==> src/rtl/key_debounce_array.sv <==
// Multi-channel keypad front end: 2-FF synchroniser, symmetric counter debounce, per-key
// hold/long/repeat FSM and a registered lowest-index key encoder.
module key_debounce_array #(
    parameter int unsigned NUM_KEYS   = 4,
    parameter int unsigned CODE_W     = 2,
    parameter int unsigned CNT_W      = 18,
    parameter int unsigned CNT_END    = 249999,
    parameter int unsigned HOLD_W     = 26,
    parameter int unsigned LONG_CYC   = 50000000,
    parameter int unsigned REPEAT_CYC = 10000000,
    parameter int unsigned REPEAT_EN  = 1
) (
    input  logic                clk,
    input  logic                rst_n,
    input  logic [NUM_KEYS-1:0] key,
    output logic [NUM_KEYS-1:0] key_level,
    output logic [NUM_KEYS-1:0] key_press,
    output logic [NUM_KEYS-1:0] key_release,
    output logic [NUM_KEYS-1:0] key_long,
    output logic [NUM_KEYS-1:0] key_repeat,
    output logic                key_valid,
    output logic [CODE_W-1:0]   key_code
);

    typedef enum logic [1:0] {StIdle, StHold, StRepeat} hold_state_e;

    logic [NUM_KEYS-1:0]             sync1_q, sync2_q, raw;
    logic [NUM_KEYS-1:0][CNT_W-1:0]  cnt_q, cnt_d;
    logic [NUM_KEYS-1:0]             level_q, level_d, accept;
    logic [NUM_KEYS-1:0]             press_q, press_d, release_q, release_d;
    logic [NUM_KEYS-1:0]             long_q, long_d, repeat_q, repeat_d;
    logic [NUM_KEYS-1:0]             long_done_q, long_done_d;
    logic [NUM_KEYS-1:0][HOLD_W-1:0] hcnt_q, hcnt_d;
    hold_state_e                     state_q [NUM_KEYS];
    hold_state_e                     state_d [NUM_KEYS];
    logic [NUM_KEYS-1:0]             ev;
    logic                            valid_q, valid_d;
    logic [CODE_W-1:0]               code_q, code_d;

    assign raw = ~sync2_q;

    always_comb begin
        accept    = '0;
        cnt_d     = cnt_q;
        level_d   = level_q;
        press_d   = '0;
        release_d = '0;
        for (int i = 0; i < int'(NUM_KEYS); i++) begin
            accept[i] = (raw[i] != level_q[i]) && (cnt_q[i] == CNT_W'(CNT_END));
            if (raw[i] == level_q[i] || accept[i]) begin
                cnt_d[i] = '0;
            end else begin
                cnt_d[i] = cnt_q[i] + 1'b1;
            end
            if (accept[i]) begin
                level_d[i] = raw[i];
            end
            press_d[i]   = accept[i] & raw[i];
            release_d[i] = accept[i] & ~raw[i];
        end
    end

    always_comb begin
        state_d     = state_q;
        hcnt_d      = hcnt_q;
        long_done_d = long_done_q;
        long_d      = '0;
        repeat_d    = '0;
        for (int i = 0; i < int'(NUM_KEYS); i++) begin
            // A release wins over any long/repeat that would fire on the same edge.
            if (release_d[i]) begin
                state_d[i]     = StIdle;
                hcnt_d[i]      = '0;
                long_done_d[i] = 1'b0;
            end else begin
                unique case (state_q[i])
                    StIdle: begin
                        if (press_d[i]) begin
                            state_d[i]     = StHold;
                            hcnt_d[i]      = '0;
                            long_done_d[i] = 1'b0;
                        end
                    end
                    StHold: begin
                        if (!long_done_q[i]) begin
                            if (hcnt_q[i] == HOLD_W'(LONG_CYC - 1)) begin
                                long_d[i] = 1'b1;
                                if (REPEAT_EN != 0) begin
                                    state_d[i] = StRepeat;
                                    hcnt_d[i]  = '0;
                                end else begin
                                    long_done_d[i] = 1'b1;
                                end
                            end else begin
                                hcnt_d[i] = hcnt_q[i] + 1'b1;
                            end
                        end
                    end
                    StRepeat: begin
                        if (hcnt_q[i] == HOLD_W'(REPEAT_CYC - 1)) begin
                            repeat_d[i] = 1'b1;
                            hcnt_d[i]   = '0;
                        end else begin
                            hcnt_d[i] = hcnt_q[i] + 1'b1;
                        end
                    end
                    default: state_d[i] = StIdle;
                endcase
            end
        end
    end

    assign ev = press_q | repeat_q;

    always_comb begin
        valid_d = |ev;
        code_d  = code_q;
        for (int i = int'(NUM_KEYS) - 1; i >= 0; i--) begin
            if (ev[i]) begin
                code_d = CODE_W'(i);
            end
        end
    end

    always_ff @(posedge clk or negedge rst_n) begin
        if (!rst_n) begin
            sync1_q     <= '1;
            sync2_q     <= '1;
            cnt_q       <= '0;
            level_q     <= '0;
            press_q     <= '0;
            release_q   <= '0;
            long_q      <= '0;
            repeat_q    <= '0;
            long_done_q <= '0;
            hcnt_q      <= '0;
            valid_q     <= 1'b0;
            code_q      <= '0;
            for (int i = 0; i < int'(NUM_KEYS); i++) begin
                state_q[i] <= StIdle;
            end
        end else begin
            sync1_q     <= key;
            sync2_q     <= sync1_q;
            cnt_q       <= cnt_d;
            level_q     <= level_d;
            press_q     <= press_d;
            release_q   <= release_d;
            long_q      <= long_d;
            repeat_q    <= repeat_d;
            long_done_q <= long_done_d;
            hcnt_q      <= hcnt_d;
            valid_q     <= valid_d;
            code_q      <= code_d;
            for (int i = 0; i < int'(NUM_KEYS); i++) begin
                state_q[i] <= state_d[i];
            end
        end
    end

    assign key_level   = level_q;
    assign key_press   = press_q;
    assign key_release = release_q;
    assign key_long    = long_q;
    assign key_repeat  = repeat_q;
    assign key_valid   = valid_q;
    assign key_code    = code_q;

endmodule

==> config.mk <==
export PLATFORM = sky130hd
export DESIGN_NAME = key_debounce_array
export DESIGN_NICKNAME = d
export VERILOG_FILES = /design/src/rtl/key_debounce_array.sv
export SDC_FILE = /design/constraint.sdc
export NUM_CORES = 1
export LEC_CHECK = 0
export ABC_AREA = 0
export CAP_MARGIN = 20
export CORE_ASPECT_RATIO = 1.25
export CORE_UTILIZATION = 30
export CTS_BUF_LIST = sky130_fd_sc_hd__clkbuf_8 sky130_fd_sc_hd__clkbuf_16
export CTS_CLUSTER_SIZE = 40
export DETAILED_ROUTE_END_ITERATION = 6
export PLACE_DENSITY = 0.46
export REMOVE_ABC_BUFFERS = 1
export SYNTH_ARGS = -nofsm -noshare
export SYNTH_HDL_FRONTEND = slang
export SYNTH_SLANG_ARGS = --single-unit
==> constraint.sdc <==
create_clock -name clk -period 6.2 [get_ports clk]
set_input_delay 1.24 -clock clk [delete_from_list [all_inputs] [get_ports clk]]
set_output_delay 1.24 -clock clk [all_outputs]
set_load 0.005 [all_outputs]
==> impl_metrics.toml <==
[setup_path]
cpPeakStageDelay_ns = 0.78
cpMaxStageDelayCell = "o2111ai_2"
worst_r2r_endpoint = "hcnt_q[67]"
end_kind = "flop"
cp_num_buf_inv = 0
required_ns = 6.65
startpoint_type = "flop"
worstPathCellList = "ha_1, or4b_1, or4_4, o41a_1, o2111ai_2, nor3b_1, a221o_1"
crit_family = "compound AO/OA/AOI/OAI gates"
cp.arrival_ns = 3.81
reg2reg_slack_ns = 2.83
reg2reg_depth = 7
worstReg2RegStart = "hcnt_q[53]"
crit_type = "reg -> reg"
crit_fanout = 20

[floorplan]
row_count = 79
die_area_mm2 = 0.0386
die_y_um = 219
pin_count = 29
die_w_um = 176
initial_core_util_pct = 30.4
core_mm2 = 0.0373

[flow_run]
maxCapViolations = 0

[placed_design]
dp.cells = 1712
finalWeightedCongestion = 0.792
placed_area_mm2 = 0.0121
port_buffers = 28
hpwl_mm = 18.0

[worst_hold_path]
min_to = "sync2_q[1]"
min_from = "sync1_q[1]"
min_path_cells = 0
hp-class = "reg -> reg"

[synthesis]
synth_simple_gate_area_share_pct = 30.9
netlist_instances = 1230
synth_edf_count = 0
synth_area_leaders = "dfrtp_1 46%, nand3_1 6.5%, nand2_1 5.3%"
seq_area_frac_synth_pct = 47.5
synthAdderAreaFrac_pct = 3.09
yosys_warnings = 0
synthArstFlopShare_pct = 100
yosys.area.top_type_share_pct = 45.7
synth_compound_area_share_pct = 10.4
synth.top_cells.by_count = "207 x dfrtp_1, 159 x nand2_1, 148 x nand3_1"
synth-main-ff-cell = "dfrtp_1"
mappedNetlistArea_mm2 = 0.0113
synth_xor_area_share_pct = 5.10
syn_area_per_cell_um2 = 9.22
yosysTopAreaCell = "dfrtp_1"
synth_cell_types = 60
synth_top_family_by_area = "simple AND/OR/NAND/NOR gates"
synth_seq_cells = 215
synth.area.mux_share_pct = 0.353
post-synth-top-count-cell = "dfrtp_1"

[timing]
drv_slew = 0
worst_pin_slew_ns = 1.09
clock_skew_ns = 0.0225
finalCriticalPeriod_ns = 3.37
setup_violations = 0
final-hold-violation-count = 0
slew_headroom_pct = 26.8
timing.final.crit_share_pct = 54.3
rsz0062_at_grt = "no"
setup_tns_ns = 0
max_freq_ghz = 0.297

[clock_network]
cts_tree = "done"
clk_latency_ns = 0.56
cts_setup_buffers = 0
cts_buffers = 27
cts_buffer_depth = 3
htreeDepth = 1
clk_pin_slew_ns = 0.06
cts_root_buffer = "clkbuf_16"
postCtsHoldBufs = 0
cts_sinks = 215
cts.repair.resized = 0

[global_routing]
grt_use_total_pct = 14.5
grt_start_max_net_pins = 125
antenna_found_initial = 0
grt-ovfl-total = 0
grt_pass1_vias = 9030
grt_first_pass_wirelength_mm = 46.1

[routing]
ant_nets = 0
wl_met1_mm = 12.6
first_pass_iters = 5
totalWireLength_mm = 27.6
met2WireLength_mm = 13.4
routed.top_layer = "met4"
viasPerCell = 5.24
wl_per_cell_um = 15.6
vias = 9243
drc_errors = 0
wl_met3_um = 918
drt-initial-drc-count = 496

[cells_and_area]
stdcell_area_mm2 = 0.0131
final_cell_count_no_fill = 1764
fin_nets = 1291
synthToLayoutAreaGrowth_pct = 15.9
n_antenna_cell = 0
drive_above_1_share_pct = 6.18

[power]
ir_worst_vdd_uv = 192
leakage_nw = 5.27
total_power_mw = 3.18
power_density_mw_per_mm2 = 242

[status]
status = "finished, final reports clean"
-- power by group --
group          switching, mW  internal, mW  total (mW)
Clock                  0.637          1.07        1.71
Combinational         0.0431        0.0138      0.0569
Sequential           0.00759          1.41        1.42
Total                  0.688          2.50        3.18
-- cell type report --
class | count | area [um^2]
multi-input combinational | 941 | 5660
tap | 486 | 608
clock buffer | 36 | 800
timing repair buffer | 37 | 380
sequential | 215 | 5390
inverter | 35 | 131
fill | 3776 | 24100
clock inverter | 14 | 180
-- per-layer routing --
| metal | vias up | global-route usage [%] |
|---|---|---|
| met5 | - | 0 |
| met4 | 0 | 5.04 |
| met3 | 42 | 1.92 |
| met2 | 138 | 24.7 |
| met1 | 4476 | 18.7 |
| li1 | 4587 | - |
-- how the worst max path moves through the flow --
| stage | startpoint | endpoint | slack, ns | cells past startpoint |
|---|---|---|---|---|
| 3_5_place_dp | hcnt_q[52] | hcnt_q[67] | 2.83 | 7 |
| 4_1_cts | hcnt_q[52] | hcnt_q[67] | 2.82 | 7 |
| 5_1_grt | hcnt_q[52] | hcnt_q[67] | 2.64 | 7 |
| 2_1_floorplan | hcnt_q[52] | hcnt_q[67] | 3.29 | 7 |
| 6_report | hcnt_q[53] | hcnt_q[67] | 2.83 | 7 |
| 3_3_place_gp | hcnt_q[52] | hcnt_q[67] | 2.87 | 7 |
-- kinds of logic after synthesis --
logic type / Yosys count
AO/OA/AOI/OAI: 157
adder cells (fa/ha/maj): 28
buffers and inverters: 74
multiplexers: 4
XOR/XNOR: 66
AND/OR/NAND/NOR: 686
flip-flops: 215
-- flip-flops by register name, indices dropped and copies added (netlist names) --
register / cells
key_repeat: 4
key_release: 4
key_press: 4
hcnt_q: 104
key_long: 4
sync1_q: 4
sync2_q: 4
state_q: 8
key_code: 2
key_level: 4
key_valid: 1
cnt_q: 72
-- cell usage in the layout, fill, tap and decap left out, types with 4 or more instances in the layout --
| master | instances |
|---|---|
| o211ai_1 | 10 |
| or4_1 | 15 |
| buf_4 | 6 |
| or2_2 | 8 |
| and4_1 | 11 |
| bufinv_16 | 4 |
| xnor2_1 | 33 |
| nand3_1 | 148 |
| nor4b_1 | 10 |
| dfstp_2 | 8 |
| nand2_1 | 159 |
| nor3_1 | 27 |
| inv_1 | 39 |
| o311ai_0 | 45 |
| clkdlybuf4s50_1 | 27 |
| a21o_1 | 10 |
| nand4_1 | 53 |
| clkbuf_16 | 27 |
| mux2i_1 | 4 |
| o31a_1 | 5 |
| nor3b_1 | 4 |
| o41a_1 | 7 |
| nor4bb_1 | 6 |
| o21ai_0 | 33 |
| and3_1 | 32 |
| o21a_1 | 6 |
| nand4b_1 | 4 |
| and2_1 | 9 |
| xor2_1 | 33 |
| or3_1 | 35 |
| nor4_1 | 24 |
| clkbuf_8 | 9 |
| nor2_1 | 126 |
| a21oi_1 | 16 |
| ha_1 | 28 |
| dfrtp_1 | 207 |
| clkinv_2 | 5 |
-- metrics by stage --
stage	utilization, %	worst slack [ns]	hold WS [ns]
3_3_place_gp	32.6	2.87	0.347
2_1_floorplan	-	3.29	0.345
4_1_cts	35.2	2.82	0.355
3_5_place_dp	32.6	2.83	0.347
5_1_grt	35.3	2.64	0.357
6_report	35.3	2.83	0.354
Power figures use the tool's default switching activity.
